--- src/rtl/ps2_dev_tx.sv ---
// PS/2 device-side transmitter: byte FIFO feeding an odd-parity PS/2 frame serialiser
// on emulated open-collector lines, with host-inhibit abort/retransmit and flush.
module ps2_dev_tx #(
   parameter int FIFO_BITS = 3,
   parameter int PS2DIV    = 20
) (
   input  logic                 clk_sys,
   input  logic                 reset,
   input  logic                 wr,
   input  logic [7:0]           din,
   input  logic                 flush,
   input  logic                 ps2_clk_in,
   output logic                 ps2_clk_out,
   output logic                 ps2_data_out,
   output logic [FIFO_BITS:0]   fifo_level,
   output logic                 fifo_full,
   output logic                 overflow,
   output logic                 busy,
   output logic                 tx_done
);
   localparam int DEPTH = 2 ** FIFO_BITS;
   localparam int DIV_W = (PS2DIV > 0) ? $clog2(PS2DIV + 1) : 1;
   localparam logic [DIV_W-1:0]     DIV_LAST   = DIV_W'(PS2DIV);
   localparam logic [DIV_W-1:0]     DIV_ONE    = DIV_W'(1);
   localparam logic [FIFO_BITS:0]   FULL_LEVEL = (FIFO_BITS + 1)'(DEPTH);
   localparam logic [FIFO_BITS:0]   LEVEL_ONE  = (FIFO_BITS + 1)'(1);
   localparam logic [FIFO_BITS-1:0] PTR_ONE    = FIFO_BITS'(1);

   typedef enum logic [3:0] {
      IDLE, BIT0, BIT1, BIT2, BIT3, BIT4, BIT5, BIT6, BIT7, PARITY, STOP, DONE
   } state_t;

   state_t                state, state_n;
   logic [DIV_W-1:0]      div_cnt;
   logic                  clk_ps2;
   logic                  tick;
   logic [1:0]            clk_sync;
   logic                  inh;
   logic                  abort;
   logic [7:0]            mem [DEPTH];
   logic [FIFO_BITS-1:0]  rd_ptr, wr_ptr;
   logic                  push, pop;
   logic [FIFO_BITS:0]    level_n;
   logic [7:0]            shifter, shifter_n;
   logic                  parity, parity_n;
   logic                  data, data_n;

   // Free-running divider; flush deliberately leaves its phase alone.
   always_ff @(posedge clk_sys) begin
      if (reset) begin
         div_cnt <= '0;
         clk_ps2 <= 1'b0;
      end else if (div_cnt == DIV_LAST) begin
         div_cnt <= '0;
         clk_ps2 <= ~clk_ps2;
      end else begin
         div_cnt <= div_cnt + DIV_ONE;
      end
   end

   assign tick = (div_cnt == DIV_LAST) && !clk_ps2;

   always_ff @(posedge clk_sys) begin
      if (reset) clk_sync <= 2'b11;
      else       clk_sync <= {clk_sync[0], ps2_clk_in};
   end

   // Inhibit only means something while we are releasing the clock ourselves.
   assign ps2_clk_out  = clk_ps2 | (state == IDLE);
   assign inh          = ps2_clk_out && !clk_sync[1];
   assign abort        = inh && (state != IDLE) && (state != DONE);
   assign busy         = (state != IDLE);
   assign ps2_data_out = data;
   assign tx_done      = pop;

   assign push = wr && !flush && !reset && (!fifo_full || pop);

   always_comb begin
      level_n = fifo_level;
      if (push && !pop)      level_n = fifo_level + LEVEL_ONE;
      else if (pop && !push) level_n = fifo_level - LEVEL_ONE;
   end

   always_ff @(posedge clk_sys) begin
      if (push) mem[wr_ptr] <= din;
   end

   always_ff @(posedge clk_sys) begin
      if (reset || flush) begin
         rd_ptr     <= '0;
         wr_ptr     <= '0;
         fifo_level <= '0;
         fifo_full  <= 1'b0;
         overflow   <= 1'b0;
      end else begin
         if (push) wr_ptr <= wr_ptr + PTR_ONE;
         if (pop)  rd_ptr <= rd_ptr + PTR_ONE;
         fifo_level <= level_n;
         fifo_full  <= (level_n == FULL_LEVEL);
         if (wr && !push) overflow <= 1'b1;
      end
   end

   always_ff @(posedge clk_sys) begin
      if (reset) begin
         state   <= IDLE;
         data    <= 1'b1;
         shifter <= '0;
         parity  <= 1'b1;
      end else begin
         state   <= state_n;
         data    <= data_n;
         shifter <= shifter_n;
         parity  <= parity_n;
      end
   end

   // The head byte stays queued until its stop bit is out, so an abort simply
   // returns to IDLE and the same byte is picked up again.
   always_comb begin
      state_n   = state;
      data_n    = data;
      shifter_n = shifter;
      parity_n  = parity;
      pop       = 1'b0;
      if (flush || abort) begin
         state_n = IDLE;
         data_n  = 1'b1;
      end else if (tick) begin
         case (state)
            IDLE: begin
               if ((fifo_level != '0) && !inh) begin
                  data_n    = 1'b0;
                  shifter_n = mem[rd_ptr];
                  parity_n  = 1'b1;
                  state_n   = BIT0;
               end
            end
            BIT0, BIT1, BIT2, BIT3, BIT4, BIT5, BIT6, BIT7: begin
               data_n    = shifter[0];
               shifter_n = {1'b0, shifter[7:1]};
               parity_n  = parity ^ shifter[0];
               state_n   = state_t'(state + 4'd1);
            end
            PARITY: begin
               data_n  = parity;
               state_n = STOP;
            end
            STOP: begin
               data_n  = 1'b1;
               state_n = DONE;
            end
            DONE: begin
               pop     = !reset;
               state_n = IDLE;
            end
            default: state_n = IDLE;
         endcase
      end
   end
endmodule
--- config.mk ---
export PLATFORM = sky130hd
export DESIGN_NAME = ps2_dev_tx
export DESIGN_NICKNAME = d
export VERILOG_FILES = /design/src/rtl/ps2_dev_tx.sv
export SDC_FILE = /design/constraint.sdc
export NUM_CORES = 1
export LEC_CHECK = 0
export CAP_MARGIN = 30
export CORE_MARGIN = 1
export CORE_UTILIZATION = 35
export CTS_CLUSTER_DIAMETER = 100
export DETAILED_ROUTE_END_ITERATION = 16
export PLACE_DENSITY = 0.51
export SYNTH_ARGS = -nofsm -noshare
export SYNTH_HDL_FRONTEND = slang
export SYNTH_SLANG_ARGS = --single-unit
--- constraint.sdc ---
create_clock -name clk_sys -period 4.75 [get_ports clk_sys]
set_input_delay 0.7125 -clock clk_sys [delete_from_list [all_inputs] [get_ports clk_sys]]
set_output_delay 0.7125 -clock clk_sys [all_outputs]
set_load 0.01 [all_outputs]
**Yosys cells after proc, flatten, opt, wreduce, memory -nomap -nowiden**

Memories as Yosys holds them, arrays and structs flattened. A register that Yosys moved wholly into a read port is not among the register bits.
Index checks and enable logic that the tools add are counted.

- ROM bits: 0
- Output and inout port bits: 10
- Memories: 1
- Input port bits: 13
- Bits in latches: 0
- Bits in writable memories: 64
- Flip-flop bits (word level): 34

Memories:

| name | words | bits a word | read ports | clocked after memory_dff | write ports | RTL line | text |
|---|---|---|---|---|---|---|---|
| mem | 8 | 8 | 1 | 1 | 1 | 40 | `logic [7:0] mem [DEPTH];` |

- Add/sub/neg operators: 6
- $mul: 0
- Mux-type cells: 17
- Equal/unequal tests: 15
- Bitwise operators: 4
- Magnitude comparators: 0
- Reductions and logical operators: 33
- Shifts and indexed selects: 0
- Div/mod/pow operators: 0

Operator list:

| kind | number |
|---|---|
| $eq 4x4->1 const B | 5 |
| $eq 4x3->1 const B | 4 |
| $pmux 4 s4 | 1 |
| $pmux 8 s2 | 1 |
| $mux 4 | 3 |
| $reduce_bool 4->1 | 3 |
| $logic_and 1x1->1 | 11 |
| $add 4x1->4 const B | 2 |
| $eq 4x2->1 const B | 2 |
| $logic_not 1->1 | 8 |
| $mux 8 | 1 |
| $reduce_or 8->1 | 1 |
| $mux 1 | 7 |
| $add 3x1->3 const B | 2 |
| $mux 3 | 2 |
| $add 5x1->5 const B | 1 |
| $eq 5x5->1 const B | 1 |
| $eq 4x1->1 const B | 1 |
| $logic_not 4->1 | 1 |
| $ne 4x4->1 const B | 1 |
| $pmux 1 s4 | 1 |
| $reduce_and 4->1 | 1 |
| $reduce_or 2->1 | 2 |
| $sub 4x1->4 const B | 1 |
| 9 further kinds | 12 |

**Longest topological paths before layout**

- Depth in word-level cells: 14
- Gate-level depth with buffers: 10

**Least setup slack after synthesis**

OpenSTA, ideal clock, no wires.

- Path type: register to register
- Start: reg state[0]
- End: mem mem[0][0] (enable)
- Buffers on the path: 0
- Arrival time: 1.922 ns
- Cell stages (with the launch flop): 6
- Required time: 4.367 ns
- Slack: 2.445 ns
- Path through: dfxtp_1 ha_1 and4bb_1 a21bo_2 nand4b_1 nor3_1

- Cells in the longest elaborated chain, start to end: 11
- Elaborated cells on any way between the ends: 16
- Classes of those cells: eq/ne (2); mux (5); bitwise (1); reduce/logical (8)

Ends and longest elaborated chain:

| what | RTL line | text |
|---|---|---|
| start: declaration | 33 | `state_t state, state_n;` |
| start signal: assignment | 111 | `state <= state_n;` |
| $logic_not 4->1 | 69 | `assign ps2_clk_out = clk_ps2 \| (state == IDLE);` |
| $or 1x1->1 | 69 |  |
| $logic_and 1x1->1 | 70 | `assign inh = ps2_clk_out && !clk_sync[1];` |
| $logic_and 1x1->1 (2 in a row) | 71 | `assign abort = inh && (state != IDLE) && (state != DONE);` |
| $logic_or 1x1->1 | 126 | `if (flush \|\| abort) begin` |
| $mux 1 (*) | 126 |  |
| $logic_or 1x1->1 (*) | 76 | `assign push = wr && !flush && !reset && (!fifo_full \|\| pop);` |
| $logic_and 1x1->1 (*) | 76 |  |
| $mux 1 (*) | 85 | `if (push) mem[wr_ptr] <= din;` |
| $mux 1 (not written as such) (*) | 85 |  |
| end: declaration | 40 |  |

Mark *: on every way between the ends. The rest lies on a longest branch, timed or not.

**Worst setup path after layout**

- Start: in reset
- End: out tx_done

- Cells in the longest elaborated chain, start to end: 4

Ends and longest elaborated chain:

| what | RTL line | text |
|---|---|---|
| start: declaration | 8 | `input logic reset,` |
| $logic_not 1->1 | 154 | `pop = !reset;` |
| $mux 1 | 130 | `case (state)` |
| $mux 1 | 129 | `end else if (tick) begin` |
| $mux 1 | 126 |  |
| end: declaration | 19 | `output logic tx_done` |

Every way passes these cells.

==> impl_metrics.tcl <==
set metrics [dict create \
    syn_inst 333 \
    h-tree-depth 3 \
    status "complete, no violations" \
    area_delta_synth_final_pct 16.28 \
    drt-vias-per-instance 4.935 \
    fillerInstances 1121 \
    timing.final.crit_share 0.7103 \
    fin_crit_ps 3374 \
    ys_top_cells_by_area "edfxtp_1 (44%), dfxtp_1 (17%), mux4_2 (8.3%)" \
    setup_viol_count_final 0 \
    rows 40 \
    grt_first_pass_wirelength_mm 13.88 \
    min_path_type "reg2reg" \
    ant_nets 0 \
    worst_pin_slew_ps 812.4 \
    root_buffer "clkbuf_16" \
    final_cell_mix "edfxtp_1 (64), dfxtp_1 (37), nor2_1 (31)" \
    p_seq_frac 0.519 \
    power_density_nw_per_um2 357.7 \
    final_area_sq_um 5076 \
    syn_avg_cell_area_sq_um 13.11 \
    critical_path_class "in2out" \
    dieArea_sq_um 12920 \
    wl_mm 8.456 \
    finalClockSkew_ps 6.794 \
    synth.yosys.warnings 0 \
    clkTransAtPathRegs_ps 70 \
    num_io_pins 23 \
    clk_path_buf_depth 2 \
    final_common_cell "edfxtp_1" \
    arrival_ps 2660 \
    drcViolationCount 0 \
    cts_setup_buffers 0 \
    end_kind "output pin" \
    timing.fmax_mhz 296.4 \
    synth_area_sq_um 4365 \
    vias 2601 \
    yosys.area.top_type "edfxtp_1" \
    yosysUniqueCellTypes 54 \
    switchingPower_w 0.0003770 \
    drt_pass1_iterations 4 \
    ys.flop_type "edfxtp_1" \
    diodes 0 \
    numCtsBuffers 9 \
    cts_tree "built" \
    setup-tns-final_ps 0 \
    synth_edf_count 64 \
    start_util 0.3619 \
    clock_sinks 101 \
    p_sw_frac 0.2076 \
    routedWlPerCell_um 16.05 \
    portBuffers 22 \
    irDropWorstVdd_mv 0.1500 \
    grt_pass1_vias 2614 \
    maxCapViolCount 0 \
    post_dp_cell_area_sq_um 4740 \
    finalHoldViolCount 0 \
    cp.required_ps 4040 \
    ys_seq_area_frac 0.6099 \
    fp.dieW_um 113.7 \
    pwr-share-comb 0.031 \
    synth.top_cell.area_share 0.4402 \
    drive_above_1_share 0.1253 \
    place_congestion 0.7523 \
    async_flop_share 0 \
    die_y_um 113.7 \
    core_area_sq_um 12060 \
    pwr-share-clk 0.450 \
    crit_fanout 17 \
    cp-start-kind "primary input" \
    p_leak_nw 1.629 \
    rsz0062_at_grt "false" \
    nets 377 \
    slew_headroom 0.4577 \
    synth_seq_cells 101 \
    maxSlewViolCount 0 \
    syn_nets 356 \
    cts-resized-gates 0 \
    cts_hold_buf 0 \
    dp_hpwl_mm 5.756 \
    grt_start_max_net_pins 20 \
    grt_antenna_before_repair 0 \
    clk_latency_ps 340 \
    gr-total-overflow 0 \
    drt_first_iter_violations 176 \
    p_int_w 0.001439 \
    grtUsageTotal 0.1443 \
]
-- sequential cells by signal, indices dropped and copies added, names as in the netlist, 2 cells and up, named ones only --
name,count
rd_ptr,3
fifo_level,4
div_cnt,5
wr_ptr,3
shifter,8
clk_sync,2
state,4
mem,64
-- per-layer routing --
metal | track usage | up-vias | wire length, um
met5 | 0 | - | 0
met4 | 0.05789 | 0 | 95
met3 | 0.03029 | 8 | 327
met2 | 0.2150 | 44 | 3854
met1 | 0.2054 | 1260 | 4178
li1 | - | 1289 | -
-- critical path, cell delays in order --
cell and delay [ps]:
clkdlybuf4s50_1 710, or2_2 560, nor2_1 130, clkdlybuf4s50_1 540
-- logic make-up (layout without fill, tap and decap cells) --
| group | after synthesis | in the layout | share of synthesized area |
|---|---|---|---|
| buffers and inverters | 31 | 57 | 0.03439 |
| adder cells (fa/ha/maj) | 10 | 10 | 0.02866 |
| flip-flops | 101 | 101 | 0.6099 |
| XOR/XNOR | 10 | 10 | 0.02006 |
| multiplexers | 21 | 21 | 0.09401 |
| AO/OA/AOI/OAI | 55 | 55 | 0.08857 |
| AND/OR/NAND/NOR | 105 | 105 | 0.1244 |
-- Yosys cell counts, drive strengths merged, types with 2 or more instances --
library cell,n
dfxtp,37
xnor2,4
nor2,31
buf,11
a21boi,2
xor2,6
nor2b,3
and4b,2
mux4,16
or4,2
inv,15
edfxtp,64
nand4,4
o22ai,2
nand2b,12
or3b,2
o21ai,6
or2,4
nand4b,3
nand2,22
a21oi,17
nor4b,2
mux2i,5
clkbuf,5
ha,10
nor3,7
a211oi,16
nand3,6
-- metrics by stage --
step / cells / power (W) / util / hold slack [ps] / worst slack [ps]
global route: 527 / 0.001885 / 0.4209 / 433.0 / 1241
finish: 527 / 0.001816 / 0.4209 / 408.6 / 1376
floorplan: 333 / 0.0009900 / - / 389.5 / 2445
detailed placement: 511 / 0.001020 / 0.3929 / 392.3 / 1335
global placement: 510 / 0.001019 / 0.3917 / 400.2 / 1366
CTS: 527 / 0.001844 / 0.4209 / 409.6 / 1328
-- cell type report --
| cell class | count | area (sq um) | share of cell area |
|---|---|---|---|
| multi-input cells | 201 | 1553 | 0.3059 |
| well taps | 168 | 210.2 | 0.04141 |
| clock buffers | 9 | 225.2 | 0.04437 |
| flip-flops and latches | 101 | 2663 | 0.5245 |
| clock inverters | 7 | 111.4 | 0.02194 |
| repair buffers | 26 | 257.7 | 0.05078 |
| inverters | 15 | 56.30 | 0.01109 |
-- worst paths after layout --
kind	end	slack, ps	startpoint	cells past startpoint
max	tx_done	1380	reset	4
min	clk_sync[1]$_SDFF_PP1_	410	clk_sync[0]$_SDFF_PP1_	1
max reg2reg	mem[4][2]$_DFFE_PP_	2160	state[0]$_SDFFE_PP0P_	5
min reg2reg	clk_sync[1]$_SDFF_PP1_	410	clk_sync[0]$_SDFF_PP1_	1
-- power groups by stage --
stage | Combinational (W) | Clock [W] | Sequential (W)
after floorplan | 0.0000277 | 0 | 0.000962
after global placement | 0.0000558 | 0 | 0.000963
after detailed placement | 0.0000567 | 0 | 0.000963
after CTS | 0.0000570 | 0.000844 | 0.000943
after global routing | 0.0000626 | 0.000878 | 0.000944
final | 0.0000563 | 0.000816 | 0.000943
(Power assumes the default switching activity.)
